$ cat config.mk
export PLATFORM = sky130hd
export DESIGN_NAME = video_timing_gen
export DESIGN_NICKNAME = d
export VERILOG_FILES = /design/src/rtl/video_pkg.sv /design/src/rtl/sig_delay.sv /design/src/rtl/video_timing_gen.sv
export SDC_FILE = /design/constraint.sdc
export NUM_CORES = 1
export LEC_CHECK = 0
export ABC_CLOCK_PERIOD_IN_PS = 2600
export CAP_MARGIN = 10
export CORE_ASPECT_RATIO = 1.1
export CORE_UTILIZATION = 50
export DETAILED_ROUTE_END_ITERATION = 12
export PLACE_DENSITY = 0.91
export SYNTH_ARGS = -nofsm -noshare
export SYNTH_HDL_FRONTEND = slang
export SYNTH_HIERARCHICAL = 1
export SYNTH_SLANG_ARGS = --single-unit
$ cat constraint.sdc
create_clock -name clk -period 2.6 [get_ports clk]
set_clock_uncertainty 0.15 [all_clocks]
set_input_delay 0.52 -clock clk [delete_from_list [all_inputs] [get_ports clk]]
set_output_delay 0.52 -clock clk [all_outputs]
set_load 0.05 [all_outputs]
$ cat src/rtl/video_pkg.sv
// Shared 640x480@60 raster timing constants used by the HDMI top level and the timing generator.
package video_pkg;

    localparam int unsigned VGA_H_ACTIVE = 640;
    localparam int unsigned VGA_H_FP     = 16;
    localparam int unsigned VGA_H_SYNC   = 96;
    localparam int unsigned VGA_H_BP     = 48;
    localparam int unsigned VGA_V_ACTIVE = 480;
    localparam int unsigned VGA_V_FP     = 10;
    localparam int unsigned VGA_V_SYNC   = 2;
    localparam int unsigned VGA_V_BP     = 33;

    localparam int unsigned VGA_H_TOTAL = VGA_H_ACTIVE + VGA_H_FP + VGA_H_SYNC + VGA_H_BP;
    localparam int unsigned VGA_V_TOTAL = VGA_V_ACTIVE + VGA_V_FP + VGA_V_SYNC + VGA_V_BP;

    localparam int unsigned COORD_W   = 10;
    localparam int unsigned FRAME_W   = 8;
    localparam int unsigned MAX_TOTAL = 1024;

    // Bit order matches the sig_delay bus: {draw, vsync, hsync}
    typedef struct packed {
        logic draw;
        logic vsync;
        logic hsync;
    } sync_bits_t;

endpackage

$ cat src/rtl/sig_delay.sv
// Enable-gated shift register; every stage clears asynchronously to RST_VAL.
module sig_delay #(
    parameter int unsigned       WIDTH   = 1,
    parameter int unsigned       DEPTH   = 1,
    parameter logic [WIDTH-1:0]  RST_VAL = {WIDTH{1'b0}}
) (
    input  logic             clk,
    input  logic             rst,
    input  logic             i_en,
    input  logic [WIDTH-1:0] i_d,
    output logic [WIDTH-1:0] o_q
);

    logic [WIDTH-1:0] r_stage [DEPTH];

    // Shift one stage per enabled cycle; the last stage is the output register.
    always_ff @(posedge clk or posedge rst) begin
        if (rst) begin
            for (int i = 0; i < int'(DEPTH); i++) begin
                r_stage[i] <= RST_VAL;
            end
        end else if (i_en) begin
            r_stage[0] <= i_d;
            for (int i = 1; i < int'(DEPTH); i++) begin
                r_stage[i] <= r_stage[i-1];
            end
        end
    end

    assign o_q = r_stage[DEPTH-1];

endmodule

$ cat src/rtl/video_timing_gen.sv
// Raster timing generator: pixel coordinates, frame/line pulses and delay-aligned sync/draw strobes.
module video_timing_gen
    import video_pkg::*;
#(
    parameter int unsigned H_ACTIVE = VGA_H_ACTIVE,
    parameter int unsigned H_FP     = VGA_H_FP,
    parameter int unsigned H_SYNC   = VGA_H_SYNC,
    parameter int unsigned H_BP     = VGA_H_BP,
    parameter int unsigned V_ACTIVE = VGA_V_ACTIVE,
    parameter int unsigned V_FP     = VGA_V_FP,
    parameter int unsigned V_SYNC   = VGA_V_SYNC,
    parameter int unsigned V_BP     = VGA_V_BP,
    parameter logic        HS_POL   = 1'b1,
    parameter logic        VS_POL   = 1'b1,
    parameter int unsigned PIPE_DLY = 1
) (
    input  logic               clk,
    input  logic               rst,
    input  logic               en,
    output logic [COORD_W-1:0] o_x,
    output logic [COORD_W-1:0] o_y,
    output logic               o_hsync,
    output logic               o_vsync,
    output logic               o_draw_area,
    output logic               o_line_start,
    output logic               o_frame_start,
    output logic [FRAME_W-1:0] o_frame_cnt
);

    localparam int unsigned H_TOTAL  = H_ACTIVE + H_FP + H_SYNC + H_BP;
    localparam int unsigned V_TOTAL  = V_ACTIVE + V_FP + V_SYNC + V_BP;
    localparam int unsigned EXT_W    = COORD_W + 1;

    localparam logic [COORD_W-1:0] H_LAST   = COORD_W'(H_TOTAL - 1);
    localparam logic [COORD_W-1:0] V_LAST   = COORD_W'(V_TOTAL - 1);
    localparam logic [EXT_W-1:0]   HS_START = EXT_W'(H_ACTIVE + H_FP);
    localparam logic [EXT_W-1:0]   HS_END   = EXT_W'(H_ACTIVE + H_FP + H_SYNC);
    localparam logic [EXT_W-1:0]   VS_START = EXT_W'(V_ACTIVE + V_FP);
    localparam logic [EXT_W-1:0]   VS_END   = EXT_W'(V_ACTIVE + V_FP + V_SYNC);
    localparam logic [EXT_W-1:0]   H_ACT_E  = EXT_W'(H_ACTIVE);
    localparam logic [EXT_W-1:0]   V_ACT_E  = EXT_W'(V_ACTIVE);

    localparam sync_bits_t SYNC_IDLE = '{draw: 1'b0, vsync: ~VS_POL, hsync: ~HS_POL};

    generate
        if (H_TOTAL > MAX_TOTAL || V_TOTAL > MAX_TOTAL) begin : g_bad_total
            $error("video_timing_gen: H_TOTAL/V_TOTAL exceed 1024");
        end
        if (PIPE_DLY < 1 || PIPE_DLY > 4) begin : g_bad_dly
            $error("video_timing_gen: PIPE_DLY must be 1..4");
        end
    endgenerate

    logic [COORD_W-1:0] r_x;
    logic [COORD_W-1:0] r_y;
    logic [FRAME_W-1:0] r_frame_cnt;
    logic [EXT_W-1:0]   w_x_ext;
    logic [EXT_W-1:0]   w_y_ext;
    logic               w_line_start;
    sync_bits_t         w_raw;
    sync_bits_t         w_dly_out;

    // Raster counters: x wraps into y, y wraps into the frame counter.
    always_ff @(posedge clk or posedge rst) begin
        if (rst) begin
            r_x         <= 10'd0;
            r_y         <= 10'd0;
            r_frame_cnt <= 8'd0;
        end else if (en) begin
            if (r_x == H_LAST) begin
                r_x <= 10'd0;
                if (r_y == V_LAST) begin
                    r_y         <= 10'd0;
                    r_frame_cnt <= r_frame_cnt + 8'd1;
                end else begin
                    r_y <= r_y + 10'd1;
                end
            end else begin
                r_x <= r_x + 10'd1;
            end
        end
    end

    // Compare in 11 bits so a window ending exactly at 1024 still decodes.
    assign w_x_ext = {1'b0, r_x};
    assign w_y_ext = {1'b0, r_y};

    // Raw strobes, already at their output polarity so the delay line's last stage is the output register.
    always_comb begin
        w_raw       = SYNC_IDLE;
        w_raw.hsync = ((w_x_ext >= HS_START) && (w_x_ext < HS_END)) ^ ~HS_POL;
        w_raw.vsync = ((w_y_ext >= VS_START) && (w_y_ext < VS_END)) ^ ~VS_POL;
        w_raw.draw  = (w_x_ext < H_ACT_E) && (w_y_ext < V_ACT_E);
    end

    sig_delay #(
        .WIDTH   ($bits(sync_bits_t)),
        .DEPTH   (PIPE_DLY),
        .RST_VAL (SYNC_IDLE)
    ) u_sync_dly (
        .clk  (clk),
        .rst  (rst),
        .i_en (en),
        .i_d  (w_raw),
        .o_q  (w_dly_out)
    );

    assign w_line_start  = en & ~rst & (r_x == 10'd0);

    assign o_x           = r_x;
    assign o_y           = r_y;
    assign o_frame_cnt   = r_frame_cnt;
    assign o_hsync       = w_dly_out.hsync;
    assign o_vsync       = w_dly_out.vsync;
    assign o_draw_area   = w_dly_out.draw;
    assign o_line_start  = w_line_start;
    assign o_frame_start = w_line_start & (r_y == 10'd0);

endmodule

==> results.md <==
- Xor/xnor share of the synthesized area: a little under 9%
- Residual DRC: 2
- Pin count of the biggest net entering global routing: 29
- DIE AREA: roughly 3600 sq um
- Pre-CTS setup slack: 0.0619 ns
- Clk Latency, worst-skew pair: approximately 0.33 ns
- Startpoint Class: input pin
- Layout cell share with drive strength beyond 1: 14.7%
- Reg clk slew, reported paths: roughly 0.10 ns
- Tmin final: 2.51 ns
- Initial Util: between 50% and 60%
- Worst Path Arrival: 1.84 ns
- Layout area overhead: 31.2%
- CP Max Fanout: 2
- Adder-cell share of the synthesized area: 4.48%
- Slew Limit Fails: 0
- Register bit total from synthesis: 31
- # clock sinks: 31
- DRT Pass-1 Iters: 8
- Result of the run: finished, violations left
- IO Port Bufs: 35
- Drt wl/cell: 15.5 microns
- Initial antenna violation count: 0
- Post-DP HPWL: 2720 microns
- Tot Pwr: 1.38 mW
- RD Place Congestion: 0.849
- DIE HEIGHT: 62.7 microns
- Post-DR vias/cell: 5.82
- Mux contribution to synthesized area: 3.59%
- Final hold vios: 0
- Fin cells: 238
- Setup violations, final: 0
- Simple-Gate Fraction of Synth Area: 26.5%
- Max VDD drop: between 500 and 600 uV
- Hold Crit Class: in -> async
- Clock root buffer: clkbuf_4
- Vias in the first global route: 1,399
- Synth unique cells: 38
- Placed cell count: roughly 230
- Cell Rows: 21
- Yosys warns: 6
- Period utilisation layout: between 90% and 100%
- Critical path endpoint category: primary output
- DIE WIDTH: 57.2 microns
- Core area: 3130 sq um
- H-tree depth: 2
- Mapped cell area: approximately 1700 sq um
- Synth Area in Compound Gates: 6.43%
- Slew @ Worst Pin: 0.504 ns
- Largest family of logic cells by synthesized area: simple AND/OR/NAND/NOR gates
- Slew margin rel.: around two thirds
- Post-route worst setup slack: 0.0938 ns
- Diode count: 0
- Post-Syn Nets: 168
- Final WL: 3690 microns
- Nets: 212
- CTS buffer count: 5
- Syn Area/Cell: 10.5 sq um
- Peak Freq: around 0.40 GHz
- Post-Syn Instances: 159
- RSZ-0062 raised after global routing: false
- Max Cap Viol: 0
- Violated checks: design-rule violations
- Power Density: 627 nW/um^2
- I/O pins: 36
- Clock Tree Buf Depth: 2
- Crit path required time: around 1.9 ns
- Vias: around 1,400
- Register area share after synthesis: 46.3%
- Leak: 1.02 nW
- CTS tree: yes
- Grt ovf: 0
- Fin util: between 70% and 80%
- GRT Overall Usage: 23.5%
- First-pass GRT wire length: roughly 6400 microns
- Setup tns final: 0 ns
- DR iter-0 viols: 58
- Post-route ant nets: 0
- Critical path type: in -> out
- # hold bufs at CTS: 0
[cells in the mapped netlist]
| cell | count | area, sq um |
|---|---|---|
| a31oi_1 | 1 | 6.26 |
| and2_1 | 2 | 12.5 |
| and4_1 | 3 | 26.3 |
| nand3b_1 | 1 | 7.51 |
| ha_1 | 6 | 75.1 |
| nand4_1 | 5 | 31.3 |
| and3_1 | 10 | 62.6 |
| o21ai_0 | 7 | 35.0 |
| mux2_4 | 1 | 15.0 |
| clkbuf_1 | 2 | 7.51 |
| nor2b_1 | 1 | 6.26 |
| o21bai_1 | 1 | 7.51 |
| nand2_1 | 10 | 37.5 |
| mux2_2 | 4 | 45.0 |
| nor4_1 | 2 | 12.5 |
| and4b_1 | 1 | 10.0 |
| nor4_4 | 1 | 21.3 |
| nand3_2 | 1 | 10.0 |
| dfrtp_1 | 31 | 776 |
| o22ai_1 | 2 | 12.5 |
| a21o_1 | 1 | 7.51 |
| buf_6 | 2 | 22.5 |
| inv_1 | 9 | 33.8 |
| and2_2 | 1 | 7.51 |
| nand3_4 | 1 | 17.5 |
| o31ai_1 | 1 | 7.51 |
| o31a_1 | 1 | 8.76 |
| xor2_1 | 7 | 61.3 |
| a21oi_1 | 3 | 15.0 |
| nand3_1 | 10 | 50.1 |
| and4bb_2 | 1 | 12.5 |
| nor3b_1 | 2 | 15.0 |
| nand4_4 | 1 | 21.3 |
| o211ai_1 | 1 | 7.51 |
| nor3_1 | 5 | 25.0 |
| xnor2_1 | 10 | 87.6 |
| nor4b_1 | 3 | 26.3 |
| nor2_1 | 8 | 30.0 |
[critical path: stages]
cell and delay [ns]:
clkdlybuf4s50_1 0.48, nor4b_1 0.20, and3_2 0.24, and4_2 0.26
buf_12 0.14
[routing by layer]
layer	vias up	global-route usage (%)	share of wire, %
met3	10	7.45	5.7
met2	52	37.6	49
met1	666	29.3	43
met5	-	0	0
li1	658	-	-
met4	0	9.15	2.2
[final timing paths]
check	startpoint	end	slack, ns	depth (start not counted)
max	en	o_frame_start	0.09	5
min in group clk	o_frame_cnt[7]	o_frame_cnt[7]	0.32	1
min	rst	u_sync_dly/o_q[0]	0.29	2
max in group asynchronous	rst	o_frame_cnt[1]	1.56	3
min reg2reg	o_frame_cnt[7]	o_frame_cnt[7]	0.32	1
max reg2reg	o_x[0]	o_frame_cnt[6]	0.55	7
[cells in the final DEF, fill, tap and decap left out, drive strengths merged, types with 2 or more instances in the layout]
master,n
clkdlybuf4s50,33
dfrtp,31
nand3,12
nand2,10
xnor2,10
and3,10
inv,9
nor2,8
buf,8
xor2,7
o21ai,7
ha,6
nand4,6
clkbuf,6
nor3,5
mux2,5
a21oi,3
and4,3
nor4,3
and2,3
nor4b,3
nor3b,2
o22ai,2
[stage by stage]
stage,hold WS (ns),instance area [sq um]
after floorplan,0.124,1680
after global placement,0.307,2100
after detailed placement,0.308,2100
after CTS,0.263,2190
after global routing,0.289,2200
final,0.289,2200
[power breakdown]
part	total (mW)	internal (mW)	switching (mW)	leakage, nW
clock network	0.391	0.227	0.164	0.0482
logic	0.386	0.137	0.250	0.570
registers	0.601	0.523	0.0772	0.403
[final cells by class]
class                           count  area, sq um
Clock buffer                        6         51.3
Clock inverter                      2         35.0
Fill cell                         235          930
Inverter                            9         33.8
Multi-Input combinational cell    115          843
Sequential cell                    31          776
Tap cell                           34         42.5
Timing Repair Buffer               41          415
[kinds of logic after synthesis]
| family | Yosys count |
|---|---|
| xor gates and xnor gates | 17 |
| buffers and inverters | 13 |
| and+or+nand+nor | 69 |
| DFF | 31 |
| AOI/OAI and AO/OA | 18 |
| adders and majority gates | 6 |
| muxes | 5 |
[repair_timing]
item                                    CTS  global route
endpoints found under the setup margin    1             1
pin swaps                                 0             1
resized for setup                         0             1
gates cloned                              0             0
endpoints found under the hold margin     0             0
buffers inserted                          1             0
[registers in the layout (all words and copies together) (netlist names)]
name	count
o_frame_cnt	8
o_x	10
o_y	10
u_sync_dly/o_q	3
(Power assumes the default switching activity.)
